File: src/rtl/wb_arb_pkg.sv
// Shared types and constants for the register-file writeback arbiter.
package wb_arb_pkg;

  localparam int REG_ADDR_W = 5;
  localparam logic [REG_ADDR_W-1:0] X0_ADDR = 5'd0;

  localparam int XLEN_DEF     = 64;
  localparam int MAX_WAIT_DEF = 4;

  typedef enum logic {
    PRIO_A  = 1'b0,
    FORCE_B = 1'b1
  } arb_state_e;

  // Writes to x0 are architecturally discarded.
  function automatic logic is_x0(input logic [REG_ADDR_W-1:0] rd);
    return rd == X0_ADDR;
  endfunction

endpackage

File: src/rtl/wb_age_counter.sv
// Saturating aging counter: clear wins over increment, never wraps past MAX_WAIT.
// at_limit reports that the value being loaded this cycle equals MAX_WAIT.
module wb_age_counter #(
  parameter int CNT_W    = 4,
  parameter int MAX_WAIT = 4
) (
  input  logic clk,
  input  logic rst_n,
  input  logic clr,
  input  logic inc,
  output logic at_limit
);

  localparam logic [CNT_W-1:0] LIMIT = CNT_W'(MAX_WAIT);

  logic [CNT_W-1:0] cnt_q, cnt_d;

  always_comb begin
    cnt_d = cnt_q;
    if (clr) begin
      cnt_d = '0;
    end else if (inc && (cnt_q != LIMIT)) begin
      cnt_d = cnt_q + 1'b1;
    end
  end

  assign at_limit = (cnt_d == LIMIT);

  // NOTE: state flops use non-blocking assignments so every flop samples pre-edge values.
  always_ff @(posedge clk or negedge rst_n) begin
    if (!rst_n) begin
      cnt_q <= '0;
    end else begin
      cnt_q <= cnt_d;
    end
  end

endmodule

File: src/rtl/regfile_wb_arbiter.sv
// Arbitrates the single register-file write port between the pipeline WB stage (A)
// and a multi-cycle unit (B). Optional statistics counters: WB_ARB_STATS_EN.
module regfile_wb_arbiter
  import wb_arb_pkg::*;
#(
  parameter int XLEN     = XLEN_DEF,
  parameter int MAX_WAIT = MAX_WAIT_DEF,
  parameter int CNT_W    = 4
) (
  input  logic                  clk,
  input  logic                  rst_n,
  input  logic                  a_valid,
  output logic                  a_ready,
  input  logic [REG_ADDR_W-1:0] a_rd,
  input  logic [XLEN-1:0]       a_data,
  input  logic                  b_valid,
  output logic                  b_ready,
  input  logic [REG_ADDR_W-1:0] b_rd,
  input  logic [XLEN-1:0]       b_data,
  output logic                  rf_we,
  output logic [REG_ADDR_W-1:0] rf_waddr,
  output logic [XLEN-1:0]       rf_wdata,
  output logic                  b_forced
`ifdef WB_ARB_STATS_EN
  ,
  output logic [31:0]           stat_a_cnt,
  output logic [31:0]           stat_b_cnt,
  output logic [31:0]           stat_stall_cnt
`endif
);

  arb_state_e state_q, state_d;

  logic a_grant, b_grant, same_rd;
  logic cnt_clr, cnt_inc, cnt_at_limit;
  logic a_xfer, b_xfer;

  logic                  rf_we_q, rf_we_d;
  logic [REG_ADDR_W-1:0] rf_waddr_q, rf_waddr_d;
  logic [XLEN-1:0]       rf_wdata_q, rf_wdata_d;

  wb_age_counter #(
    .CNT_W   (CNT_W),
    .MAX_WAIT(MAX_WAIT)
  ) u_age (
    .clk     (clk),
    .rst_n   (rst_n),
    .clr     (cnt_clr),
    .inc     (cnt_inc),
    .at_limit(cnt_at_limit)
  );

  // B's result is older, so on a same-register collision it must land first.
  assign same_rd = a_valid && b_valid && (a_rd == b_rd) && !is_x0(a_rd);

  // NOTE: every combinational output gets a default first so no latch is inferred.
  always_comb begin
    a_grant = 1'b0;
    b_grant = 1'b0;
    cnt_clr = 1'b0;
    cnt_inc = 1'b0;
    unique case (state_q)
      PRIO_A: begin
        if (a_valid && !same_rd) begin
          a_grant = 1'b1;
        end else if (b_valid) begin
          b_grant = 1'b1;
        end
        cnt_inc = b_valid && !b_grant;
        cnt_clr = !cnt_inc;
      end
      FORCE_B: begin
        b_grant = b_valid;
        cnt_clr = 1'b1;
      end
      default: ;
    endcase
  end

  // Kept apart from the grant block because at_limit depends on cnt_inc.
  always_comb begin
    state_d = state_q;
    unique case (state_q)
      PRIO_A:  if (cnt_inc && cnt_at_limit) state_d = FORCE_B;
      FORCE_B: state_d = PRIO_A;
      default: state_d = PRIO_A;
    endcase
  end

  always_ff @(posedge clk or negedge rst_n) begin
    if (!rst_n) begin
      state_q <= PRIO_A;
    end else begin
      state_q <= state_d;
    end
  end

  // Readies are forced low during reset so nothing is accepted into a flop held in reset.
  assign a_ready  = a_grant && rst_n;
  assign b_ready  = b_grant && rst_n;
  assign a_xfer   = a_ready;
  assign b_xfer   = b_ready;
  assign b_forced = (state_q == FORCE_B);

  always_comb begin
    rf_we_d    = (a_xfer && !is_x0(a_rd)) || (b_xfer && !is_x0(b_rd));
    rf_waddr_d = rf_waddr_q;
    rf_wdata_d = rf_wdata_q;
    if (rf_we_d) begin
      rf_waddr_d = a_xfer ? a_rd   : b_rd;
      rf_wdata_d = a_xfer ? a_data : b_data;
    end
  end

  always_ff @(posedge clk or negedge rst_n) begin
    if (!rst_n) begin
      rf_we_q    <= 1'b0;
      rf_waddr_q <= '0;
      rf_wdata_q <= '0;
    end else begin
      rf_we_q    <= rf_we_d;
      rf_waddr_q <= rf_waddr_d;
      rf_wdata_q <= rf_wdata_d;
    end
  end

  assign rf_we    = rf_we_q;
  assign rf_waddr = rf_waddr_q;
  assign rf_wdata = rf_wdata_q;

`ifdef WB_ARB_STATS_EN
  logic [31:0] stat_a_q, stat_a_d;
  logic [31:0] stat_b_q, stat_b_d;
  logic [31:0] stat_stall_q, stat_stall_d;

  always_comb begin
    stat_a_d     = stat_a_q + (a_xfer ? 32'd1 : 32'd0);
    stat_b_d     = stat_b_q + (b_xfer ? 32'd1 : 32'd0);
    stat_stall_d = stat_stall_q + ((a_valid && !a_ready) ? 32'd1 : 32'd0);
  end

  always_ff @(posedge clk or negedge rst_n) begin
    if (!rst_n) begin
      stat_a_q     <= '0;
      stat_b_q     <= '0;
      stat_stall_q <= '0;
    end else begin
      stat_a_q     <= stat_a_d;
      stat_b_q     <= stat_b_d;
      stat_stall_q <= stat_stall_d;
    end
  end

  assign stat_a_cnt     = stat_a_q;
  assign stat_b_cnt     = stat_b_q;
  assign stat_stall_cnt = stat_stall_q;
`endif

endmodule

File: config.mk
export PLATFORM = sky130hd
export DESIGN_NAME = regfile_wb_arbiter
export DESIGN_NICKNAME = d
export VERILOG_FILES = /design/src/rtl/wb_arb_pkg.sv /design/src/rtl/wb_age_counter.sv /design/src/rtl/regfile_wb_arbiter.sv
export SDC_FILE = /design/constraint.sdc
export NUM_CORES = 1
export LEC_CHECK = 0
export ABC_AREA = 1
export CORE_MARGIN = 5
export CORE_UTILIZATION = 38
export DETAILED_ROUTE_END_ITERATION = 6
export PLACE_DENSITY = 0.85
export SLEW_MARGIN = 20
export SYNTH_ARGS = -nofsm -noshare
export SYNTH_HDL_FRONTEND = slang
export SYNTH_SLANG_ARGS = --single-unit
File: constraint.sdc
create_clock -name clk -period 2 [get_ports clk]
set_input_delay 0.5 -clock clk [delete_from_list [all_inputs] [get_ports clk]]
set_output_delay 0.5 -clock clk [all_outputs]
set_load 0.02 [all_outputs]
======== Word-level counts from Yosys, hierarchy flattened ========
Index checks and enable logic that the tools add are counted.
operators by class
  add/sub/neg operators ................... 1
  equal/unequal tests ..................... 3
  mux-type cells .......................... 14
  bitwise operators ....................... 1
  reductions and logical operators ........ 19
operators with widths
  kind                                           count
  two-way mux 64 bit                             1
  logical AND 1 bit                              11
  zero test 5 bit                                2
  two-way mux 4 bit                              2
  two-way mux 1 bit                              7
  case mux 1 bit (2 select lines)                3
  == test 5 bit                                  1
  zero test 1 bit                                5
  two-way mux 5 bit                              1
  adder 4 x 1 -> 4 bit, second input constant    1
  == test 4 x 3 -> 1 bit, second input constant  1
  != test 4 x 3 -> 1 bit, second input constant  1
  logical OR 1 bit                               1
  NOT 1 bit                                      1
storage, ports and cells
  register bits ........................... 75
  bits of input ports ..................... 142
  output and inout bits ................... 73
  word-level logic and storage cells ...... 43

======== Longest topological paths before layout ========
Gate-level depths: netlist of run 1.
  depth in word-level cells ............... 17
  mapped depth ............................ 14
  gate-level depth less buffers ........... 12

======== Hierarchy ========
Synthesis of run 1 repeated with hierarchy kept, for this count alone.
second synthesis, totals
  cell total of the unflattened synthesis .. 628
  area total of the unflattened synthesis .. 4369.2 µm²
by module, submodules not included
  module              instances  cells an instance  area each (µm²)  seq. area each (µm²)
  regfile_wb_arbiter  1          587                4078.9           1776.7
  wb_age_counter      1          41                 290.3            100.1

======== Worst setup path after synthesis of run 1 ========
No wires, ideal clock.
  path kind ............................... input to output
  start point ............................. input a_rd[2]
  end point ............................... output a_ready
  arrival ................................. 1.427 ns
  data required time ...................... 1.500 ns
  path slack .............................. 0.073 ns
  cell stages on the path ................. 6
  path buffers ............................ 1
  cell sequence ........................... nor2_1 nand3_1 nand2_1 nor2_2 nor3_2 clkbuf_1
between the ends
  longest elaborated chain between the ends .. 8
  elaborated cells on any way between the ends .. 10
  those cells by class .................... eq/ne: 1; mux: 2; reduce/logical: 7
RTL lines
  item                                                         RTL line                                    text
  start, declared                                              regfile_wb_arbiter.sv:14                    input logic [REG_ADDR_W-1:0] a_rd,
  == test 5 bit / zero test 5 bit (equally long branches)      regfile_wb_arbiter.sv:54, wb_arb_pkg.sv:17
  logical AND 1 bit / zero test 1 bit (equally long branches)  regfile_wb_arbiter.sv:54                    assign same_rd = a_valid && b_valid && (a_rd == b_rd) && !is_x0(a_rd);
  logical AND 1 bit (*)                                        regfile_wb_arbiter.sv:54
  zero test 1 bit (*)                                          regfile_wb_arbiter.sv:64                    if (a_valid && !same_rd) begin
  logical AND 1 bit (*)                                        regfile_wb_arbiter.sv:64
  two-way mux 1 bit (*)                                        regfile_wb_arbiter.sv:64
  two-way mux 1 bit (*)                                        regfile_wb_arbiter.sv:62                    unique case (state_q)
  logical AND 1 bit (*)                                        regfile_wb_arbiter.sv:99                    assign a_ready = a_grant && rst_n;
  end, declared                                                regfile_wb_arbiter.sv:13                    output logic a_ready,
Every way passes the cells marked *; elsewhere a longest branch is shown, timed or not.

======== Final worst setup path of run 1 ========
  start point ............................. input a_rd[1]
  end point ............................... output b_ready
between the ends
  longest elaborated chain between the ends .. 9
  elaborated cells on any way between the ends .. 11
  those cells by class .................... eq/ne: 1; mux: 3; reduce/logical: 7
RTL lines
  item                                                         RTL line                                    text
  == test 5 bit / zero test 5 bit (equally long branches)      regfile_wb_arbiter.sv:54, wb_arb_pkg.sv:17
  logical AND 1 bit / zero test 1 bit (equally long branches)  regfile_wb_arbiter.sv:54
  logical AND 1 bit (*)                                        regfile_wb_arbiter.sv:54
  zero test 1 bit (*)                                          regfile_wb_arbiter.sv:64
  logical AND 1 bit (*)                                        regfile_wb_arbiter.sv:64
  two-way mux 1 bit (*)                                        regfile_wb_arbiter.sv:64
  two-way mux 1 bit (*)                                        regfile_wb_arbiter.sv:62
  case mux 1 bit (2 select lines) (*)                          regfile_wb_arbiter.sv:62
  logical AND 1 bit (*)                                        regfile_wb_arbiter.sv:100                   assign b_ready = b_grant && rst_n;
  end, declared                                                regfile_wb_arbiter.sv:17                    output logic b_ready,
Every way passes the cells marked *; elsewhere a longest branch is shown, timed or not. The select of a mux whose other input is x is not followed.

==> results of run 1 <==
==> logic make-up (layout without fill, tap and decap cells) <==
| group | after synthesis | count (layout) | share of synthesized area (%) |
|---|---|---|---|
| buffers and inverters | 58 | 337 | 7.162 |
| adders and majority gates | 2 | 2 | 0.6043 |
| AOI/OAI and AO/OA | 8 | 8 | 1.027 |
| DFF | 75 | 75 | 45.33 |
| and+or+nand+nor | 470 | 470 | 45.87 |
| other | 0 | 1 | 0 |
==> synth_stat cells, drive strengths merged <==
cell type | count | area share [%]
clkbuf | 9 | 0.82
buf | 27 | 4.4
o21a | 1 | 0.18
nand2 | 375 | 34
inv | 22 | 2.0
a21oi | 1 | 0.12
nand4 | 3 | 0.45
nor3 | 2 | 0.36
dfrtp | 75 | 45
nand3 | 76 | 9.2
nor2 | 14 | 1.7
o21ai | 6 | 0.73
ha | 2 | 0.60
==> metal layers <==
layer  GRT usage (%)  part of all wire [%]  vias up
met1           26.22                    37     2253
met5               0                     0        -
li1                -                     -     2441
met3           5.814                   8.9       69
met2           37.41                    49      232
met4           12.27                   4.6        0
==> worst max-delay path by stage <==
stage	start	endpoint	slack, ns	cells past startpoint
final	a_rd[1]	b_ready	-0.02	10
after detailed placement	a_rd[2]	rf_wdata[56]	-1.08	13
after global placement	a_rd[3]	rf_wdata[49]	-1.00	15
after CTS	a_rd[2]	a_ready	0.00002	10
after floorplan	a_rd[2]	a_ready	0.07	6
after global routing	a_rd[2]	b_ready	-0.08	10
==> registers in the layout, indices dropped and copies added (netlist names) <==
| signal | count |
|---|---|
| rf_we | 1 |
| u_age.cnt_q | 4 |
| rf_wdata | 64 |
| b_forced | 1 |
| rf_waddr | 5 |
==> layout make-up <==
class / count / share of cell area [%]
antenna: 1 / 0.03403
multi-input combinational: 480 / 28.21
sequential: 75 / 25.52
clock inverter: 6 / 0.5784
inverter: 22 / 1.225
tap: 140 / 2.382
timing repair buffer: 300 / 40.37
clock buffer: 9 / 1.684
==> tightest hold or removal path, cell delays in order (launching register included) <==
cell and delay [ns]:
dfrtp_1 0.34, nand3_1 0.07, nand2_1 0.06
==> repair_timing <==
| item | in CTS | in global routing |
|---|---|---|
| gates resized for setup | 76 | 49 |
| cloned | 1 | 2 |
| endpoints found under the setup margin | 72 | 75 |
| setup buffers | 55 | 5 |
| pin swaps | 13 | 18 |
==> stage by stage <==
step	area, µm²	utilization [%]	TNS, ns
final	7355	68.44	-0.03521
after global routing	7355	68.44	-0.1755
after CTS	7144	66.49	0
after detailed placement	6525	60.72	-73.46
after global placement	6525	60.72	-68.59
after floorplan	4140	-	0
==> power breakdown <==
group / switching (mW) / total (mW) / internal, mW
Combinational: 0.952 / 1.95 / 1.00
Clock: 0.572 / 1.02 / 0.445
Sequential: 0.131 / 1.88 / 1.75
==> reports/qor.yml, run 1 <==
min_path_cells: 2
worstReg2RegEnd: "rf_waddr[2]"
vias: 4995
cts_tree: "done"
r2r_cells: 11
num_io_pins: 215
holdCritStartpoint: "rf_wdata[57]"
grt_max_degree: 76
violations: "setup timing"
fmax_mhz: 494.3
timing.hold.ws_ns: 0.5104
syn2layout_area_growth_pct: 77.64
setup.worst_path.class: "primary input to output pin"
yosysSeqAreaShare_pct: 45.33
initialDrtViolationCount: 276
vdd_ir_drop_max_v: 0.0003176
drt-vias-per-instance: 4.835
dp_cells: 956
cts_hold_buf: 0
timing.rr.start: "b_forced"
pre_cts_ws_ns: -1.078
htree_num_levels: 3
fin_nets: 1032
grt_pass1_wl_um: 23530
status: "finished with violations"
syn_nets: 757
netlist_instances: 613
cp_top_family: "simple AND/OR/NAND/NOR gates"
cts_buffers: 9
final-hold-violation-count: 0
final-seq-area_um2: 1877
drive_gt1_share_pct: 17.60
clkTransAtPathRegs_ns: 0.08
ant_nets: 0
cp_common_cell: "nor2_4"
post_drt_wl_per_cell_um: 15.69
p_leak_nw: 3.805
grt-ovfl-total: 0
setup_slack_ns: -0.02305
cp-start-kind: "primary input"
drc: 0
fin_crit_ns: 2.023
max_slew_margin_pct: 36.61
post-route-period-util_pct: 101.2
clk_latency_ns: 0.33
multi_input_area_um2: 2074
fillers: 882
cpPeakStageDelay_ns: 0.17
avgSynthCellArea_um2: 6.754
syn-cell-area_um2: 4140
end_kind: "output pin"
r2r_slack_ns: 0.23
final_cell_count_no_fill: 1033
worst_pin_slew_ns: 0.9508
required_ns: 1.50
clock_path_buffers: 2
die_area_um2: 13080
hold_path.class: "flip-flop to flip-flop"
grtUsageTotal_pct: 22.42
setup_viol: 2
antenna_found_initial: 1
finalPower_mw: 4.854
cp.arrival_ns: 1.52
initial_utilization_pct: 38.53
place_congestion: 0.8619
path_max_fanout: 3
core.rowCount: 38
clkSinkCount: 75
io_buffers: 214
die_x_um: 114.4
p_per_area_nw_per_um2: 660.0
drv_slew: 0
yosys_warnings: 0
hpwl_um: 9421
holdPathEnd: "rf_wdata[57]"
crit_chain: "buf_6 -> inv_2 -> nand2_1 -> nand2_1 -> nor2_2 -> nand2_2 -> nor2_4 -> nor2_4 -> nor2_4 -> buf_6"
die_h_um: 114.4
crit_slowest_cell: "nor2_4"
skew_ns: 0.006603
final_cell_mix: "357 x nand2_1, 199 x clkdlybuf4s50_1, 75 x nand3_1, 75 x dfrtp_1, 75 x buf_4"
layout_commonest_cell: "nand2_1"
cts-root-buf: "clkbuf_8"
ys_seq_elements: 75
cap_violations: 0
core-area_um2: 10750
critPathBufInv: 3
grt_pass1_vias: 4840
finalWirelength_um: 16200
firstDrtPassIters: 5
ys_types: 21
Power figures use the tool's default switching activity.
==> run 2: changes to the inputs <==
- GPL_ROUTABILITY_DRIVEN: not set -> 0
- HOLD_SLACK_MARGIN: not set -> 0.12
- SLEW_MARGIN: 20 -> not set
==> results of run 2 <==
Final layout, timing and power as in run 1 (identical DEF).
==> run 3: changes to the inputs <==
- HOLD_SLACK_MARGIN: 0.12 -> not set
==> results of run 3 <==
Final layout, timing and power as in run 1 (identical DEF).
